==> src/rtl/song_reader_pkg.sv <==
// Shared definitions for the song reader: FSM state codes, ROM word layout
// and a helper that builds a ROM word from its two fields.
package song_reader_pkg;

  localparam int NOTE_W = 6;
  localparam int DUR_W  = 6;

  // ROM word layout: [11:6] note index, [5:0] duration in beats
  localparam int NOTE_MSB = 11;
  localparam int NOTE_LSB = 6;
  localparam int DUR_MSB  = 5;
  localparam int DUR_LSB  = 0;

  // A zero duration marks the end of a song; the note field is don't-care
  localparam logic [DUR_W-1:0] END_MARKER = 6'd0;

  localparam logic [2:0] ST_IDLE  = 3'd0;
  localparam logic [2:0] ST_FETCH = 3'd1;
  localparam logic [2:0] ST_CHECK = 3'd2;
  localparam logic [2:0] ST_WAIT  = 3'd3;
  localparam logic [2:0] ST_DONE  = 3'd4;

  typedef struct packed {
    logic [NOTE_W-1:0] note;
    logic [DUR_W-1:0]  dur;
  } rom_word_t;

  function automatic logic [NOTE_W+DUR_W-1:0] make_word(input logic [NOTE_W-1:0] note,
                                                        input logic [DUR_W-1:0]  dur);
    logic [NOTE_W+DUR_W-1:0] w;
    w = '0;
    w[NOTE_MSB:NOTE_LSB] = note;
    w[DUR_MSB:DUR_LSB]   = dur;
    return w;
  endfunction

endpackage

==> src/rtl/song_reader_if.sv <==
// Control/handshake bundle between the top-level play controls, the song
// reader and the note player. The master side drives play/song/note_done.
interface song_reader_if
  import song_reader_pkg::*;
#(
  parameter int SONG_BITS = 2
);
  logic                 play;
  logic [SONG_BITS-1:0] song;
  logic                 note_done;
  logic                 new_note;
  logic [NOTE_W-1:0]    note_to_load;
  logic [DUR_W-1:0]     duration_to_load;
  logic                 song_done;

  modport master (
    output play, song, note_done,
    input  new_note, note_to_load, duration_to_load, song_done
  );

  modport slave (
    input  play, song, note_done,
    output new_note, note_to_load, duration_to_load, song_done
  );
endinterface

==> src/rtl/song_reader_rom.sv <==
// Song ROM with a registered read port (one clock of latency). Contents come
// from the INIT image, which the integrator generates from the song file.
module song_rom #(
  parameter int AW     = 7,
  parameter int DATA_W = 12,
  parameter logic [(1 << AW) * DATA_W - 1:0] INIT = '0
) (
  input  logic              clk,
  input  logic              reset_n,
  input  logic [AW-1:0]     addr_i,
  output logic [DATA_W-1:0] dout_o
);
  localparam int DEPTH = 1 << AW;

  logic [DATA_W-1:0] mem [DEPTH];
  logic [DATA_W-1:0] dout_q;

  for (genvar i = 0; i < DEPTH; i++) begin : g_mem
    assign mem[i] = INIT[i*DATA_W +: DATA_W];
  end

  // Registered read: the word for addr_i appears after the next rising edge
  always_ff @(posedge clk or negedge reset_n) begin
    if (!reset_n) begin
      dout_q <= '0;
    end else begin
      dout_q <= mem[addr_i];
    end
  end

  assign dout_o = dout_q;
endmodule

==> src/rtl/song_reader.sv <==
// Note sequencer: walks one song of the ROM, hands each (note, duration)
// pair to the note player with a new_note pulse, waits for note_done, and
// pulses song_done when the song ends (zero duration or last slot).
//
//   state | meaning
//   ------+-------------------------------------------------------------
//   IDLE  | addr at slot 0, waiting for play
//   FETCH | ROM word for {song_q, addr_q} is being read
//   CHECK | ROM word valid: end marker -> DONE, else load note -> WAIT
//   WAIT  | note playing, waiting for note_done (accepted even if paused)
//   DONE  | song_done pulsed on entry, parked until play drops
module song_reader
  import song_reader_pkg::*;
#(
  parameter int SONG_BITS = 2,
  parameter int NOTE_BITS = 5,
  parameter int DATA_W    = 12,
  parameter logic [(1 << (SONG_BITS + NOTE_BITS)) * DATA_W - 1:0] ROM_INIT = '0
) (
  input  logic         clk,
  input  logic         reset_n,
  song_reader_if.slave bus
);

  logic [2:0]           state_q, state_d;
  logic [NOTE_BITS-1:0] addr_q, addr_d;
  logic [SONG_BITS-1:0] song_q, song_d;
  rom_word_t            cur_q, cur_d;
  logic                 new_note_q, new_note_d;
  logic                 song_done_q, song_done_d;

  logic [DATA_W-1:0]    rom_dout;
  logic [NOTE_W-1:0]    rom_note;
  logic [DUR_W-1:0]     rom_dur;

  song_rom #(
    .AW     (SONG_BITS + NOTE_BITS),
    .DATA_W (DATA_W),
    .INIT   (ROM_INIT)
  ) u_rom (
    .clk     (clk),
    .reset_n (reset_n),
    .addr_i  ({song_q, addr_q}),
    .dout_o  (rom_dout)
  );

  assign rom_note = rom_dout[NOTE_MSB:NOTE_LSB];
  assign rom_dur  = rom_dout[DUR_MSB:DUR_LSB];

  // Next-state logic; a song change overrides everything, and the pulse
  // outputs default low so each one lasts exactly one cycle
  always_comb begin
    state_d     = state_q;
    addr_d      = addr_q;
    song_d      = song_q;
    cur_d       = cur_q;
    new_note_d  = 1'b0;
    song_done_d = 1'b0;

    if (bus.song != song_q) begin
      song_d  = bus.song;
      addr_d  = '0;
      state_d = ST_IDLE;
    end else begin
      case (state_q)
        ST_IDLE: begin
          if (bus.play) state_d = ST_FETCH;
        end
        ST_FETCH: begin
          if (bus.play) state_d = ST_CHECK;
        end
        ST_CHECK: begin
          if (bus.play) begin
            if (rom_dur == END_MARKER) begin
              state_d     = ST_DONE;
              song_done_d = 1'b1;
              addr_d      = '0;
            end else begin
              cur_d.note = rom_note;
              cur_d.dur  = rom_dur;
              new_note_d = 1'b1;
              state_d    = ST_WAIT;
            end
          end
        end
        ST_WAIT: begin
          // note_done is honoured while paused so the player never stalls us
          if (bus.note_done) begin
            if (&addr_q) begin
              state_d     = ST_DONE;
              song_done_d = 1'b1;
              addr_d      = '0;
            end else begin
              addr_d  = addr_q + 1'b1;
              state_d = ST_FETCH;
            end
          end
        end
        ST_DONE: begin
          addr_d = '0;
          if (!bus.play) state_d = ST_IDLE;
        end
        default: begin
          state_d = ST_IDLE;
          addr_d  = '0;
        end
      endcase
    end
  end

  // State, address, song select and output registers
  always_ff @(posedge clk or negedge reset_n) begin
    if (!reset_n) begin
      state_q     <= ST_IDLE;
      addr_q      <= '0;
      song_q      <= '0;
      cur_q       <= '0;
      new_note_q  <= 1'b0;
      song_done_q <= 1'b0;
    end else begin
      state_q     <= state_d;
      addr_q      <= addr_d;
      song_q      <= song_d;
      cur_q       <= cur_d;
      new_note_q  <= new_note_d;
      song_done_q <= song_done_d;
    end
  end

  assign bus.new_note         = new_note_q;
  assign bus.note_to_load     = cur_q.note;
  assign bus.duration_to_load = cur_q.dur;
  assign bus.song_done        = song_done_q;

endmodule

==> src/flat_wrapper.sv <==
// flat-port wrapper written by rule: the top's interface ports become plain ports
module song_reader_flat import song_reader_pkg::*;
#(
  parameter int SONG_BITS = 2,
  parameter int NOTE_BITS = 5,
  parameter int DATA_W    = 12,
  parameter logic [(1 << (SONG_BITS + NOTE_BITS)) * DATA_W - 1:0] ROM_INIT = '0
)
  (clk, reset_n, bus_play, bus_song, bus_note_done, bus_new_note, bus_note_to_load, bus_duration_to_load, bus_song_done);
  song_reader_if #(.SONG_BITS(SONG_BITS)) bus_i ();
  input  logic clk;
  input  logic reset_n;
  input wire logic [$bits(bus_i.play)-1:0] bus_play;
  input wire logic [$bits(bus_i.song)-1:0] bus_song;
  input wire logic [$bits(bus_i.note_done)-1:0] bus_note_done;
  output wire logic [$bits(bus_i.new_note)-1:0] bus_new_note;
  output wire logic [$bits(bus_i.note_to_load)-1:0] bus_note_to_load;
  output wire logic [$bits(bus_i.duration_to_load)-1:0] bus_duration_to_load;
  output wire logic [$bits(bus_i.song_done)-1:0] bus_song_done;
  assign bus_i.play = bus_play;
  assign bus_i.song = bus_song;
  assign bus_i.note_done = bus_note_done;
  assign bus_new_note = bus_i.new_note;
  assign bus_note_to_load = bus_i.note_to_load;
  assign bus_duration_to_load = bus_i.duration_to_load;
  assign bus_song_done = bus_i.song_done;
  song_reader #(.SONG_BITS(SONG_BITS), .NOTE_BITS(NOTE_BITS), .DATA_W(DATA_W), .ROM_INIT(ROM_INIT)) u_core (.clk(clk), .reset_n(reset_n), .bus(bus_i));
endmodule
==> config.mk <==
export PLATFORM = sky130hd
export DESIGN_NAME = song_reader_flat
export DESIGN_NICKNAME = d
export VERILOG_FILES = /design/src/rtl/song_reader_pkg.sv /design/src/rtl/song_reader_if.sv /design/src/rtl/song_reader_rom.sv /design/src/rtl/song_reader.sv /design/src/flat_wrapper.sv
export SDC_FILE = /design/constraint.sdc
export NUM_CORES = 1
export LEC_CHECK = 0
export CAP_MARGIN = 10
export CORE_UTILIZATION = 51
export CTS_BUF_LIST = sky130_fd_sc_hd__clkbuf_4
export CTS_CLUSTER_DIAMETER = 150
export DETAILED_ROUTE_END_ITERATION = 8
export PLACE_DENSITY = 0.87
export SLEW_MARGIN = 10
export SYNTH_ARGS = -nofsm -noshare
export SYNTH_HDL_FRONTEND = slang
export SYNTH_SLANG_ARGS = --single-unit
==> constraint.sdc <==
create_clock -name clk -period 4.35 [get_ports clk]
set_input_delay 0.6525 -clock clk [delete_from_list [all_inputs] [get_ports clk]]
set_output_delay 0.6525 -clock clk [all_outputs]
set_load 0.05 [all_outputs]
==> flow_results.org, run 1 <==
** Yosys
- Dominant combinational cell family by area after synthesis :: simple AND/OR/NAND/NOR gates
- Post-synthesis compound-gate area fraction :: 15.0%
- Ranking of synthesized cells by area :: sky130_fd_sc_hd__dfrtp_1, sky130_fd_sc_hd__buf_4, sky130_fd_sc_hd__xnor2_2
- Post-synth design cell area :: 753 um^2
- Share of flip-flops with an asynchronous set or reset after synthesis :: 100%
- Library cell with the largest summed area after synthesis :: sky130_fd_sc_hd__dfrtp_1
- In this run, distinct cell masters in the synthesized netlist total 33.
- Synth Area in Adders :: 3.32%
- Simple-Gate Fraction of Synth Area :: 18.6%
- Primary flip-flop cell chosen by synthesis mapping :: sky130_fd_sc_hd__dfrtp_1
- The top cell type by area accounts for 36.5% of the synthesized area.
- Seq cells post-synth :: 11
- The synthesized design contains 0 enable-type register cells.
- Synth warnings :: 0
- Fraction of synthesized area in multiplexers :: 2.66%
- Sequential elements use 36.5% of the synthesized area.
- Synth Area per Inst :: 10.2 um^2
- Summing the areas of all xor and xnor instances in the mapped netlist gives 5.48% of the synthesized area.
- In the synthesized netlist, the number of instances is 74.

** Worst setup path
- The endpoint identified for the worst register-to-register timing path is u_core.addr_q[2].
- Endpoint required time on the critical path :: 3700 ps
- The worst setup path is captured at a primary output.
- The worst setup path is of the reg2out kind.
- At the worst endpoint, the arrival time is 1370 ps.
- Family with the most delay on the worst path :: buffers and inverters
- The number of buffers and inverters on the critical path is 1.
- Capture point of the critical path :: bus_song_done
- Slowest stage cell, crit path :: sky130_fd_sc_hd__clkdlybuf4s50_1
- In this run the critical register-to-register path is launched from u_core.addr_q[0].
- Cell count of the worst reg-to-reg path :: 6
- Biggest cell delay along the critical path :: 790 ps
- Total stage count of the critical path :: 1
- Along the worst path, the maximum fanout reaches 1.
- STA classifies the critical path startpoint as a flop.
- Tracing the worst setup path back leads to its startpoint at u_core.bus.song_done.
- Across all register-to-register paths, the minimum setup slack is 2490 ps.
- Ordered list of cells on the worst path :: clkdlybuf4s50_1

** STA
- Count of final setup violators :: 0
- Hold slack :: 493 ps
- The clock arrives with 1.42 ps of skew.
- Subtracting the final worst setup slack from the clock period gives 2020 ps.
- Setup repair after global routing left no endpoint under its margin.
- The hold violation count in the final report is 0.
- Dividing the final minimum period by the clock period gives 46.5%.
- Final-layout setup total negative slack :: 0 ps
- Number of pins exceeding their max-slew limit in the final report :: 0
- Based on the critical path, the design can be clocked at up to 0.494 GHz.

** Floorplanning
- DIE HEIGHT :: 40.4 um
- DIE AREA :: 0.00163 mm^2
- The die is 40.4 um wide.
- The floorplan has 13 rows.
- For this configuration, the core starts out at a cell density of 56.5%.
- Ports :: 20
- Core box area :: 0.00133 mm^2

** Final layout
- Compared with the post-synthesis result, the final layout area differs by 2.99%.
- Layout cell share with drive strength beyond 1 :: 17.9%
- Most common library cell in the layout ignoring fill and taps :: sky130_fd_sc_hd__conb_1
- Count of inserted antenna diode cells :: 0
- Net count, final :: 87
- The library cells used most frequently in the layout, excluding fill and tap cells, are sky130_fd_sc_hd__conb_1, sky130_fd_sc_hd__dfrtp_1, sky130_fd_sc_hd__clkdlybuf4s50_1, sky130_fd_sc_hd__a21oi_1, sky130_fd_sc_hd__clkbuf_4.

** Global route
- The number of global-route vias before repair came to 460.
- Global-route wire length before repair :: 1970 um
- Pin count of the biggest net entering global routing :: 12
- Summed over all layers, the global routing overflow is 0.
- Across every metal layer, demand over resource in global routing totals 18.7%.
- Number of antenna violations at the first check in global routing :: 0

** Power and ir drop
- Leakage dissipation :: 0.362 nW
- Total power density per cell area :: 300 mW/mm^2
- Max IR drop VDD :: 188 uV

** Clocking
- Clock tree synthesis selected as its root buffer the cell sky130_fd_sc_hd__clkbuf_4.
- Clock tree from TritonCTS :: yes
- Gates resized during post-CTS repair numbered 0.
- Max Root-Sink Buffers :: 2
- Sink count of the clock tree :: 11
- Clock Pin Slew Worst Setup and Hold Paths :: 60 ps
- Number of buffers inserted for hold repair after clock tree synthesis :: 0
- The clock reaches the later pin of the worst-skew pair after 260 ps.
- Buffers inserted by post-CTS timing repair :: 0
- CTS Buf Count :: 3
- In this run the number of H-tree levels came out at 1.

** Run status
- Run status :: finished clean

** Drt
- Once detail routing completed, the nets flagged for antenna violations numbered 0.
- Post-route DRC violation count :: 0
- Wire length after detailed routing :: 1150 um
- In the routed layout, each cell is associated on average with a via count of 5.49.
- Via total after detailed routing :: 511
- The first detailed-routing pass took 4 iterations.
- After the first detailed-routing iteration, the DRC count stood at 7.
- In the final routed layout, each cell accounts on average for 12.3 um.

** Placed design
- Dpl hpwl :: 850 um
- At the end of routability-driven placement, the weighted congestion stood at 0.859.
- Port buffering added 6 buffers.

** Job
- Max-cap viol count :: 0

** Hold path
- Counting instances, the worst hold path has a depth of 1.
- Type of the most critical hold path :: reg2reg
==> final cells by class <==
cell class | instances | area [um^2]
Timing Repair Buffer | 6 | 60.1
Inverter | 1 | 3.75
Sequential cell | 11 | 275
Clock buffer | 4 | 30.0
Tap cell | 15 | 18.8
Fill cell | 113 | 558
Multi-Input combinational cell | 56 | 388
==> where the power goes <==
part	switching [mW]	total, mW	internal (mW)
clock	0.0324	0.0741	0.0417
combinational	0.0386	0.0506	0.0120
sequential	0.00359	0.108	0.105
total	0.0746	0.233	0.158
==> metal layers <==
layer	up-vias	share of wire (%)	global-route usage (%)
met1	238	46	23.0
met5	-	0	0
met4	0	2.1	4.17
met2	23	47	29.8
li1	246	-	-
met3	4	5.4	8.33
==> Yosys cell counts (2+ instances only) <==
cell type / number
sky130_fd_sc_hd__dfrtp_1: 11
sky130_fd_sc_hd__xnor2_2: 2
sky130_fd_sc_hd__o21ai_0: 3
sky130_fd_sc_hd__ha_1: 2
sky130_fd_sc_hd__nand2b_1: 2
sky130_fd_sc_hd__nand3_1: 2
sky130_fd_sc_hd__buf_4: 15
sky130_fd_sc_hd__nor4_1: 2
sky130_fd_sc_hd__a21oi_1: 5
sky130_fd_sc_hd__a31oi_1: 2
sky130_fd_sc_hd__a311oi_1: 2
sky130_fd_sc_hd__mux2i_1: 2
sky130_fd_sc_hd__clkbuf_1: 2
sky130_fd_sc_hd__and2b_2: 3
==> flip-flops by register name, summed over array words and instances, names as in the netlist <==
name and count:
u_core.bus.song_done 1, u_core.song_q 2, u_core.addr_q 5, u_core.state_q 3
==> how the worst min path moves through the flow <==
stage,from,end,slack [ps]
after floorplan,reset_n,u_core.addr_q[0],360
after global placement,u_core.addr_q[3],u_core.addr_q[3],480
after detailed placement,u_core.addr_q[3],u_core.addr_q[3],480
after CTS,u_core.addr_q[3],u_core.addr_q[3],500
after global routing,u_core.addr_q[3],u_core.addr_q[3],520
final,u_core.addr_q[3],u_core.addr_q[3],490
==> per-stage QoR <==
stage	total power [mW]	instances	util [%]	worst slack [ps]	area, um^2
floorplan	0.161	86	-	2700	798
global placement	0.160	89	55.9	2410	746
detailed placement	0.160	89	55.9	2390	746
CTS	0.236	93	58.2	2320	776
global route	0.246	93	58.2	2260	776
finish	0.233	93	58.2	2330	776
==> cells by family after synthesis <==
kind of cell | count (synthesis)
AO/OA/AOI/OAI | 16
XOR/XNOR | 3
adder cells (fa/ha/maj) | 2
buffers and inverters | 19
flip-flops | 11
multiplexers | 2
AND/OR/NAND/NOR | 20
other | 1
(Power assumes the default switching activity.)
==> run 2: changes to the inputs <==
CORE_UTILIZATION = 44   (was 51)
PLACE_DENSITY = 0.8   (was 0.87)
clock period = 1.71 ns   (was 4.35 ns; I/O delays follow)
==> run 2 against run 1 <==
  * Clock power grew 140%
  * Worst setup slack lost 2300 ps
  * Sequential share of layout area shrank 2.2 points
  * Via count grew 0.39%
  * Worst hold slack lost 180 ps
  * Sequential cell count is the same
  * Total power grew 150%
  * Highest routed layer unchanged
  * Core utilization shrank 5.1 points
  * Largest power group unchanged
  * Die area grew 15%
  * Largest cell class unchanged
  * First-iteration DRC count grew to 3.0 times the previous value
  * Critical path depth grew 5
  * The flow now finishes with violations (design-rule violations, negative setup slack)
  * Final area grew 6.6%
==> flow_results.org, run 2 (synthesis results as in run 1) <==
** Clocking
- # H-tree levels :: 1 (unchanged)
- Buffers inserted by post-CTS timing repair :: 0 (unchanged)
- TritonCTS built the clock tree.
- Clock root buffer :: sky130_fd_sc_hd__clkbuf_4
- CTS Buf Count :: 3 (unchanged)
- The clock-pin slew of the registers on the worst-case setup and hold paths came to 70 ps (about the same).
- The clock sink total came to 11 (unchanged).
- Clock insertion delay at the later pin of the skew report :: 270 ps (about the same)
- Max Root-Sink Buffers :: 2 (unchanged)

** Placed design
- Dpl hpwl :: 942 um (+11%)
- Port bufs :: 6 (unchanged)
- The routability congestion estimate from global placement came to 0.852 (-0.88%).
- The area after detailed placement is 767 um^2 (+2.9%).

** Floorplanning
- Core box area :: 0.00156 mm^2 (+17%)
- Initial Utilization :: 48.3% (-8.2 points)
- Site row count :: 14 (+1)
- Die width :: 43.4 um (+7.3%)
- DIE AREA :: 0.00188 mm^2 (+15%)
- Ports :: 20 (unchanged)
- DIE HEIGHT :: 43.4 um (+7.3%)

** Worst setup path
- STA classifies the critical path startpoint as a flop.
- Biggest cell delay along the critical path :: 390 ps (-400 ps)
- Ordered list of cells on the worst path :: ha_2 > and3_4 > ha_4 > and4bb_1 > nand2b_1 > a311oi_1
- Slowest stage cell, crit path :: sky130_fd_sc_hd__dfrtp_1
- Endpoint required time on the critical path :: 1880 ps (-1820 ps)
- The number of buffers and inverters on the critical path is 0 (-1).
- The data arrival time of the critical path came to 1880 ps (+510 ps).
- STA classifies the critical path endpoint as a flop.
- The slack of the worst reg-to-reg path came to -1 ps (-2490 ps).
- The worst-path maximum fanout is 3 (+2).
- Broken down by cell family, the worst path's largest delay share belongs to simple AND/OR/NAND/NOR gates.
- The critical path is of the reg2reg type.

** STA
- Based on the critical path, the design can be clocked at up to 0.584 GHz.
- Maximum clock skew at final layout :: 1.88 ps (+0.461 ps)
- The hold violation count in the final report is 0 (unchanged).
- Number of pins exceeding their max-slew limit in the final report :: 0 (unchanged)
- The final critical path takes up 100% of the cycle.
- Setup repair after global routing could not meet its margin everywhere.
- The post-route setup TNS was -1.21 ps (-1.21 ps).
- Setup ws final :: -1.21 ps (-2330 ps)
- The worst path in the final design needs a cycle of 1710 ps, including I/O delays and setup.
- The setup-violating endpoint count in the final report was 1 (+1).

** Global route
- The number of global-route vias before repair was 481 (+4.6%).
- Pin count of the biggest net entering global routing :: 12 (unchanged)
- GRT overflow :: 0 (unchanged)
- Global-route wire length before repair :: 2170 um (+10%)
- The initial antenna violation count came to 0 (unchanged).
- The overall global routing resource usage is 16.3% (-2.4 points).

** Drt
- Post-route DRC violation count :: 8 (+8)
- Wire length after detailed routing :: 1270 um (+10%)
- The detailed router's first-iteration violation count is 21 (+14).
- Via total after detailed routing :: 513 (+0.39%)
- Post-detailed-route via-to-cell ratio :: 5.29 (-3.7%)
- The routed length per placed instance was 13.0 um (+5.7%).
- Post-DRT Antenna Nets :: 0 (unchanged)
- Detailed Routing Iterations Pass 1 :: 6 (+2)

** Power and ir drop
- The cell-internal power is 385 uW (+140%).
- Total power of the final layout :: 581 uW (+150%)
- Total power density per cell area :: 702 mW/mm^2 (+130%)
- The share of power burned in the clock network came to 30.0% (-1.8 points).
- Max IR drop VDD :: 470 uV (+150%)
- Fraction of power consumed by combinational cells :: 22.6% (+0.9 points)
- The leakage dissipation came to 0.370 nW (+2.2%).
- Switching power :: 196 uW (+160%)
- The sequential share of power was 47.4% (+0.9 points).
- The switching power as a share of total power is 33.8% (+1.8 points).

** Final layout
- Count of inserted antenna diode cells :: 0 (unchanged)
- Register with the most flip-flops :: u_core.addr_q
- Net count, final :: 90 (+3.4%)
- The total area of sequential cells is 275 um^2 (unchanged).
- The number of fill cells was 139 (+23%).
- Leading cell types in the layout, fill and taps excluded :: sky130_fd_sc_hd__conb_1, sky130_fd_sc_hd__dfrtp_1, sky130_fd_sc_hd__a21oi_1, sky130_fd_sc_hd__clkdlybuf4s50_1, sky130_fd_sc_hd__buf_4
- Summed area of non-filler cells in the final layout :: 827 um^2 (+6.6%)
- The number of flip-flops under the largest register name is 5 (unchanged).
- The area of the multi-input gates is 420 um^2 (+8.4%).
- The library cell used most frequently in the layout, excluding fill and tap cells, is sky130_fd_sc_hd__conb_1.
- The largest registers in the layout are u_core.addr_q: 5 flops, u_core.state_q: 3 flops, u_core.song_q: 2 flops.
- The proportion of layout cells with a drive suffix above 1 came to 27.2% (+9.2 points).
- Relative to the synthesized area, the layout overhead comes to 9.80%.

** Hold path
- Type of the most critical hold path :: in2async

** Run status
- The run finished, with violations left.
- The final reports fail on design-rule violations, negative setup slack.

** Job
- Max-cap viol count :: 0 (unchanged)
==> run 2: cell count changes in the layout (fill, tap and decap cells not counted), sizes merged <==
cell / before / now
clkinv: 0 / 1
clkbuf: 4 / 3
buf: 0 / 4
clkdlybuf4s50: 6 / 5
==> run 2: metrics by stage <==
| step | setup slack [ps] | hold slack (ps) | utilization [%] | cells |
|---|---|---|---|---|
| finish | -1.21 | 311 | 53.0 | 97 |
| global route | -56.1 | 359 | 53.0 | 97 |
| CTS | 14.9 | 328 | 52.5 | 97 |
| detailed placement | -81.8 | 490 | 49.2 | 93 |
| global placement | 45.1 | 490 | 49.2 | 93 |
| floorplan | 57.8 | -39.1 | - | 86 |
==> run 2: layer usage <==
layer  vias to the layer above  global-route usage [%]  part of all wire, %
li1                        251                       -                    -
met1                       243                    19.4                   42
met2                        17                    26.1                   52
met3                         2                    7.92                  4.7
met4                         0                    5.00                  1.5
met5                         -                       0                    0
==> run 2: path summary, 6_finish.rpt <==
| kind | start | end | cells past startpoint |
|---|---|---|---|
| worst max-delay path | u_core.addr_q[0] | u_core.addr_q[2] | 6 |
| worst min-delay path | reset_n | u_core.addr_q[2] | 1 |
| worst max register to register | u_core.addr_q[0] | u_core.addr_q[2] | 6 |
| worst min register to register | u_core.addr_q[3] | u_core.addr_q[3] | 1 |
| max in group asynchronous | reset_n | u_core.addr_q[1] | 1 |
| min in group clk | bus_song[1] | u_core.song_q[1] | 1 |
==> run 2: area by class of cell <==
cell class,instances,area share [%]
Timing Repair Buffer,9,9.68
Tap cell,16,2.42
Inverter,1,0.454
Clock inverter,1,0.605
Multi-Input combinational cell,56,50.8
Sequential cell,11,33.3
Clock buffer,3,2.72
==> run 2: worst reg2reg max path, cell delays in order (launching register included) <==
cell                       delay (ps)
sky130_fd_sc_hd__dfrtp_1          390
sky130_fd_sc_hd__ha_2             200
sky130_fd_sc_hd__and3_4           180
sky130_fd_sc_hd__ha_4             170
sky130_fd_sc_hd__and4bb_1         310
sky130_fd_sc_hd__nand2b_1          90
sky130_fd_sc_hd__a311oi_1         270
==> run 2: power groups by stage <==
stage                     Sequential [mW]  Combinational [mW]  Clock [mW]
final                               0.275               0.131       0.175
after global routing                0.276               0.140       0.196
after CTS                           0.275               0.131       0.181
after detailed placement            0.280               0.130           0
after global placement              0.280               0.129           0
after floorplan                     0.277               0.133           0
==> run 2: repair_timing <==
action / CTS / global route
gates resized for setup: 4 / 2
hold buffers: 0 / 0
pin swaps: 4 / 3
endpoints found under the setup margin: 2 / 3
endpoints found under the hold margin: 0 / 0
